`src/rtl/param_memory.sv`:
```
// Parametrised single-port synchronous RAM with a registered read and a valid/ready handshake.
// Also provides per-bit write masking, a post-reset clear engine and sticky out-of-range detection.
module param_memory #(
  parameter int    DATA_W         = 8,
  parameter int    ADDR_W         = 8,
  parameter int    DEPTH          = 256,
  parameter string INIT_FILE      = "",
  parameter bit    CLEAR_ON_RESET = 1'b1
) (
  input  logic              clk,
  input  logic              rst_n,
  input  logic              req_valid,
  output logic              req_ready,
  input  logic              req_write,
  input  logic [ADDR_W-1:0] req_addr,
  input  logic [DATA_W-1:0] req_wdata,
  input  logic [DATA_W-1:0] req_wmask,
  output logic              rsp_valid,
  input  logic              rsp_ready,
  output logic [DATA_W-1:0] rsp_rdata,
  output logic              busy,
  output logic              err
);

  localparam int              IDX_W    = (DEPTH > 1) ? $clog2(DEPTH) : 1;
  localparam logic [ADDR_W:0] DEPTH_L  = (ADDR_W+1)'(DEPTH);
  localparam logic [ADDR_W-1:0] LAST_L = ADDR_W'(DEPTH - 1);
  localparam logic [0:0]      ST_CLEAR = 1'b0;
  localparam logic [0:0]      ST_RUN   = 1'b1;
  localparam logic [0:0]      ST_RESET = CLEAR_ON_RESET ? ST_CLEAR : ST_RUN;

  logic [DATA_W-1:0] mem_q [DEPTH];

  logic [0:0]        state_q, state_d;
  logic [ADDR_W-1:0] cnt_q, cnt_d;
  logic              rsp_valid_q, rsp_valid_d;
  logic [DATA_W-1:0] rsp_rdata_q, rsp_rdata_d;
  logic              err_q, err_d;

  logic              in_range_s;
  logic              accept_s;
  logic              mem_we_s;
  logic [IDX_W-1:0]  mem_idx_s;
  logic [DATA_W-1:0] mem_wdata_s;
  logic [DATA_W-1:0] rd_word_s;

  // Handshake, address decode and the single memory write port (clear engine or masked write).
  always_comb begin
    in_range_s = ({1'b0, req_addr} < DEPTH_L);
    // rst_n gates ready so nothing is accepted while reset is held, even when no clear runs.
    req_ready  = rst_n && (state_q == ST_RUN) && (!rsp_valid_q || rsp_ready);
    accept_s   = req_valid && req_ready;
    rd_word_s  = in_range_s ? mem_q[req_addr[IDX_W-1:0]] : {DATA_W{1'b0}};
    if (state_q == ST_CLEAR) begin
      mem_idx_s   = cnt_q[IDX_W-1:0];
      mem_we_s    = rst_n;
      mem_wdata_s = {DATA_W{1'b0}};
    end else begin
      mem_idx_s   = req_addr[IDX_W-1:0];
      mem_we_s    = accept_s && req_write && in_range_s;
      mem_wdata_s = (mem_q[req_addr[IDX_W-1:0]] & ~req_wmask) | (req_wdata & req_wmask);
    end
  end

  // Clear-engine sequencing: walk every word once, then hand over to normal operation.
  always_comb begin
    state_d = state_q;
    cnt_d   = cnt_q;
    case (state_q)
      ST_CLEAR: begin
        if (cnt_q == LAST_L) begin
          state_d = ST_RUN;
          cnt_d   = {ADDR_W{1'b0}};
        end else begin
          state_d = ST_CLEAR;
          cnt_d   = cnt_q + ADDR_W'(1'b1);
        end
      end
      ST_RUN:  state_d = ST_RUN;
      default: state_d = ST_RUN;
    endcase
  end

  // Response slot and sticky error; a new read may replace a response consumed on the same edge.
  always_comb begin
    rsp_rdata_d = rsp_rdata_q;
    err_d       = err_q | (accept_s && !in_range_s);
    if (accept_s && !req_write) begin
      rsp_valid_d = 1'b1;
      rsp_rdata_d = rd_word_s;
    end else if (rsp_valid_q && rsp_ready) begin
      rsp_valid_d = 1'b0;
    end else begin
      rsp_valid_d = rsp_valid_q;
    end
  end

  // Control state registers.
  always_ff @(posedge clk or negedge rst_n) begin
    if (!rst_n) begin
      state_q     <= ST_RESET;
      cnt_q       <= {ADDR_W{1'b0}};
      rsp_valid_q <= 1'b0;
      rsp_rdata_q <= {DATA_W{1'b0}};
      err_q       <= 1'b0;
    end else begin
      state_q     <= state_d;
      cnt_q       <= cnt_d;
      rsp_valid_q <= rsp_valid_d;
      rsp_rdata_q <= rsp_rdata_d;
      err_q       <= err_d;
    end
  end

  // Storage array; deliberately not reset so contents survive reset when no clear is run.
  always_ff @(posedge clk) begin
    if (mem_we_s) begin
      mem_q[mem_idx_s] <= mem_wdata_s;
    end
  end

  assign rsp_valid = rsp_valid_q;
  assign rsp_rdata = rsp_rdata_q;
  assign busy      = (state_q == ST_CLEAR);
  assign err       = err_q;

endmodule

```
`config.mk`:
```
export PLATFORM = sky130hd
export DESIGN_NAME = param_memory
export DESIGN_NICKNAME = d
export VERILOG_FILES = /design/src/rtl/param_memory.sv
export SDC_FILE = /design/constraint.sdc
export NUM_CORES = 2
export LEC_CHECK = 0
export ABC_AREA = 1
export BUFFER_PORTS_ARGS = -buffer_cell sky130_fd_sc_hd__buf_2
export CORE_MARGIN = 3
export CORE_UTILIZATION = 55
export CTS_CLUSTER_SIZE = 8
export DETAILED_ROUTE_END_ITERATION = 16
export GPL_ROUTABILITY_DRIVEN = 1
export PLACE_DENSITY = 0.73
export SLEW_MARGIN = 20
export SYNTH_ARGS = -nofsm -noshare
export SYNTH_HDL_FRONTEND = slang
export SYNTH_SLANG_ARGS = --single-unit
```
`constraint.sdc`:
```
create_clock -name clk -period 9.6 [get_ports clk]
set_input_delay 0.96 -clock clk [delete_from_list [all_inputs] [get_ports clk]]
set_output_delay 0.96 -clock clk [all_outputs]
set_load 0.1 [all_outputs]
```
==> results.py <==
metrics = {
    "outcome": {
        "status": "finished, final reports clean",
    },
    "worst_setup_path": {
        "cp_max_fo": 161,
        "worstSetupPathType": "primary input to register",
        "crit_chain": "buf_8 -> clkinv_16 -> buf_12 -> nand2_1 -> nand3_1 -> nand3_1 -> nand3_1 -> nand3_1 -> nand3_1 -> nand3_1 -> nand3_1 -> nand2_1 -> a21oi_4 -> buf_4 -> buf_4",
        "required_ps": 10190,
        "max_stage_delay_ps": 730,
        "critPathArrivalTime_ps": 5890,
        "r2r-start": "mem_q[105][3]",
        "reg2regPathDepth": 12,
        "endpoint_kind": "register",
        "cpMaxStageDelayCell": "buf_4",
        "reg2reg_slack_ps": 5530,
        "crit_start": "req_addr[0]",
        "cp-start-kind": "primary input",
        "path_common_cell": "nand3_1",
        "rr_endpoint": "mem_q[127][3]",
        "endpoint": "mem_q[125][0]",
    },
    "drt": {
        "drc_errors": 0,
        "avgRoutedWirePerCell_um": 24.0,
        "routed_wl_um": 217000,
        "vias": 55996,
        "drt-pass1-iter-count": 6,
        "drt_iter0_drc": 7617,
        "viasPerCell": 6.18,
        "drtAntennaViolNets": 0,
    },
    "pwr": {
        "p_leak_nw": 31.4,
        "ir_worst_vdd_mv": 0.189,
        "power.total_w": 0.0200,
        "power_density_mw_per_mm2": 214,
    },
    "clock_network": {
        "cts_made_buffers": 308,
        "cts_buffer_depth": 4,
        "path_clk_slew_ps": 50,
        "post_cts.repair.setup_buffers": 0,
        "clk_latency_ps": 900,
        "clock-sinks": 2066,
        "cts_resized": 0,
        "cts_tree": "built",
        "clock-root-buffer": "clkbuf_16",
        "htreeDepth": 5,
        "hold_buffers": 0,
    },
    "logic_synthesis": {
        "ys_types": 23,
        "ys_warn_count": 0,
        "syn_area_mm2": 0.0840,
        "syn_nets": 7108,
        "ys_seq_area_frac": 0.737,
        "synthCells": 7078,
        "synth_area_per_cell_um2": 11.9,
        "ys_seq_elements": 2066,
    },
    "floorplanning": {
        "die-area_mm2": 0.158,
        "pin_count": 41,
        "initial_core_util": 0.557,
        "die_w_um": 397,
        "core-area_mm2": 0.151,
        "die_h_um": 397,
        "fp-row-count": 142,
    },
    "final_layout": {
        "final_cells": 9063,
        "synthToLayoutAreaGrowth_pct": 11.2,
        "drive_above_1_share": 0.0650,
        "fill_cells": 11052,
        "nNetsFinal": 7038,
        "final_util": 0.620,
        "mostFrequentLayoutCells": "2104 x nand2_1, 2048 x edfxtp_1, 2035 x nand3_1, 316 x clkbuf_16, 287 x nor2_1",
        "final_common_cell": "nand2_1",
    },
    "placed_design": {
        "place_inst": 8713,
        "portBuffers": 39,
        "dp_hpwl_um": 114000,
        "gp_congestion": 0.872,
    },
    "timing": {
        "slew_headroom": 0.255,
        "rsz0062_at_grt": "false",
        "hold_ws_ps": 40.8,
        "min_period_ps": 5310,
        "setup_viol": 0,
        "finalHoldViolations": 0,
        "finalMaxSlewViolations": 0,
        "worstMarginPinSlew_ps": 1110,
        "skew_ps": 55.6,
        "max_freq_mhz": 188,
        "fin_tns_setup_ps": 0,
        "fin_crit_sh": 0.553,
    },
    "grt": {
        "grt_pass1_vias": 53773,
        "grt.total_usage": 0.274,
        "antenna_found_initial": 7,
        "grt_max_degree": 184,
        "grt_pass1_wl_um": 328000,
        "gr-total-overflow": 0,
    },
    "hold_path": {
        "hp-class": "primary input to async pin",
    },
    "run": {
        "timing.max_cap.violations": 0,
    },
}
-- worst max-delay path: cells and delay by family --
family,cells,cell delay [ps]
buffers and inverters,5,2620
AND/OR/NAND/NOR,9,1600
AO/OA/AOI/OAI,1,390
-- power by group --
part / internal [W] / switching, W / leakage, nW
clock network: 0.00576 / 0.00348 / 3.94
logic: 0.000257 / 0.000686 / 13.1
registers: 0.00979 / 0.00000000000000000000544 / 14.4
-- flip-flops by register name, summed over array words and instances, names as in the netlist --
name / flops
rsp_valid: 1
cnt_q: 8
state_q: 1
mem_q: 2048
rsp_rdata: 8
-- area by class of cell --
class,count,area (um2),share of cell area
sequential,2066,61900,0.663
multi-input combinational,4490,19600,0.210
clock buffer,341,8000,0.0856
tap,2016,2520,0.0270
timing repair buffer,108,1140,0.0122
inverter,34,171,0.00183
clock inverter,4,42.5,0.000455
antenna,4,10.0,0.000107
-- worst min-delay path by stage --
stage / start / end / slack [ps]
6_report: rst_n / rsp_valid / 40
5_1_grt: rst_n / rsp_valid / 40
4_1_cts: rst_n / rsp_valid / 3
3_5_place_dp: rsp_rdata[5] / rsp_rdata[5] / 480
3_3_place_gp: rsp_rdata[0] / rsp_rdata[0] / 470
2_1_floorplan: cnt_q[4] / cnt_q[4] / 510
-- layer usage --
layer  up-vias  track usage  part of all wire
met4         4        0.132             0.048
met2      3492        0.414              0.46
met3       586       0.0558              0.11
li1      24892            -                 -
met1     27022        0.382              0.38
met5         -            0           0.00013
-- synth_stat cells (all sizes together) --
cell type / instances / area share
nand2: 2120 / 0.095
edfxtp: 2048 / 0.73
nand3: 2035 / 0.12
buf: 386 / 0.025
nor2: 287 / 0.013
clkbuf: 102 / 0.0046
inv: 31 / 0.0014
o21ai: 26 / 0.0015
dfrtp: 18 / 0.0054
a21oi: 11 / 0.00066
xor2: 5 / 0.00052
clkinv: 3 / 0.00013
nand4: 2 / 0.00015
a211oi: 1 / 0.000089
conb: 1 / 0.000045
ha: 1 / 0.00015
nand3b: 1 / 0.000089
-- through the flow --
step | instance area [um2] | worst slack, ps
final | 93500 | 4290
after floorplan | 84100 | -990
after detailed placement | 85400 | 3590
after global routing | 93500 | 4070
after global placement | 85300 | 3720
after CTS | 93400 | 4480
-- cell families (layout without fill, tap and decap cells) --
logic type | count (synthesis) | count (layout) | share of synthesized area
AOI/OAI and AO/OA | 38 | 38 | 0.00229
xor gates and xnor gates | 5 | 5 | 0.000521
adders and majority gates | 1 | 1 | 0.000149
buffers and inverters | 522 | 487 | 0.0310
DFF | 2066 | 2066 | 0.737
other | 1 | 5 | 0.0000446
and+or+nand+nor | 4445 | 4445 | 0.229
No activity file was read; power rests on OpenSTA's default activity.
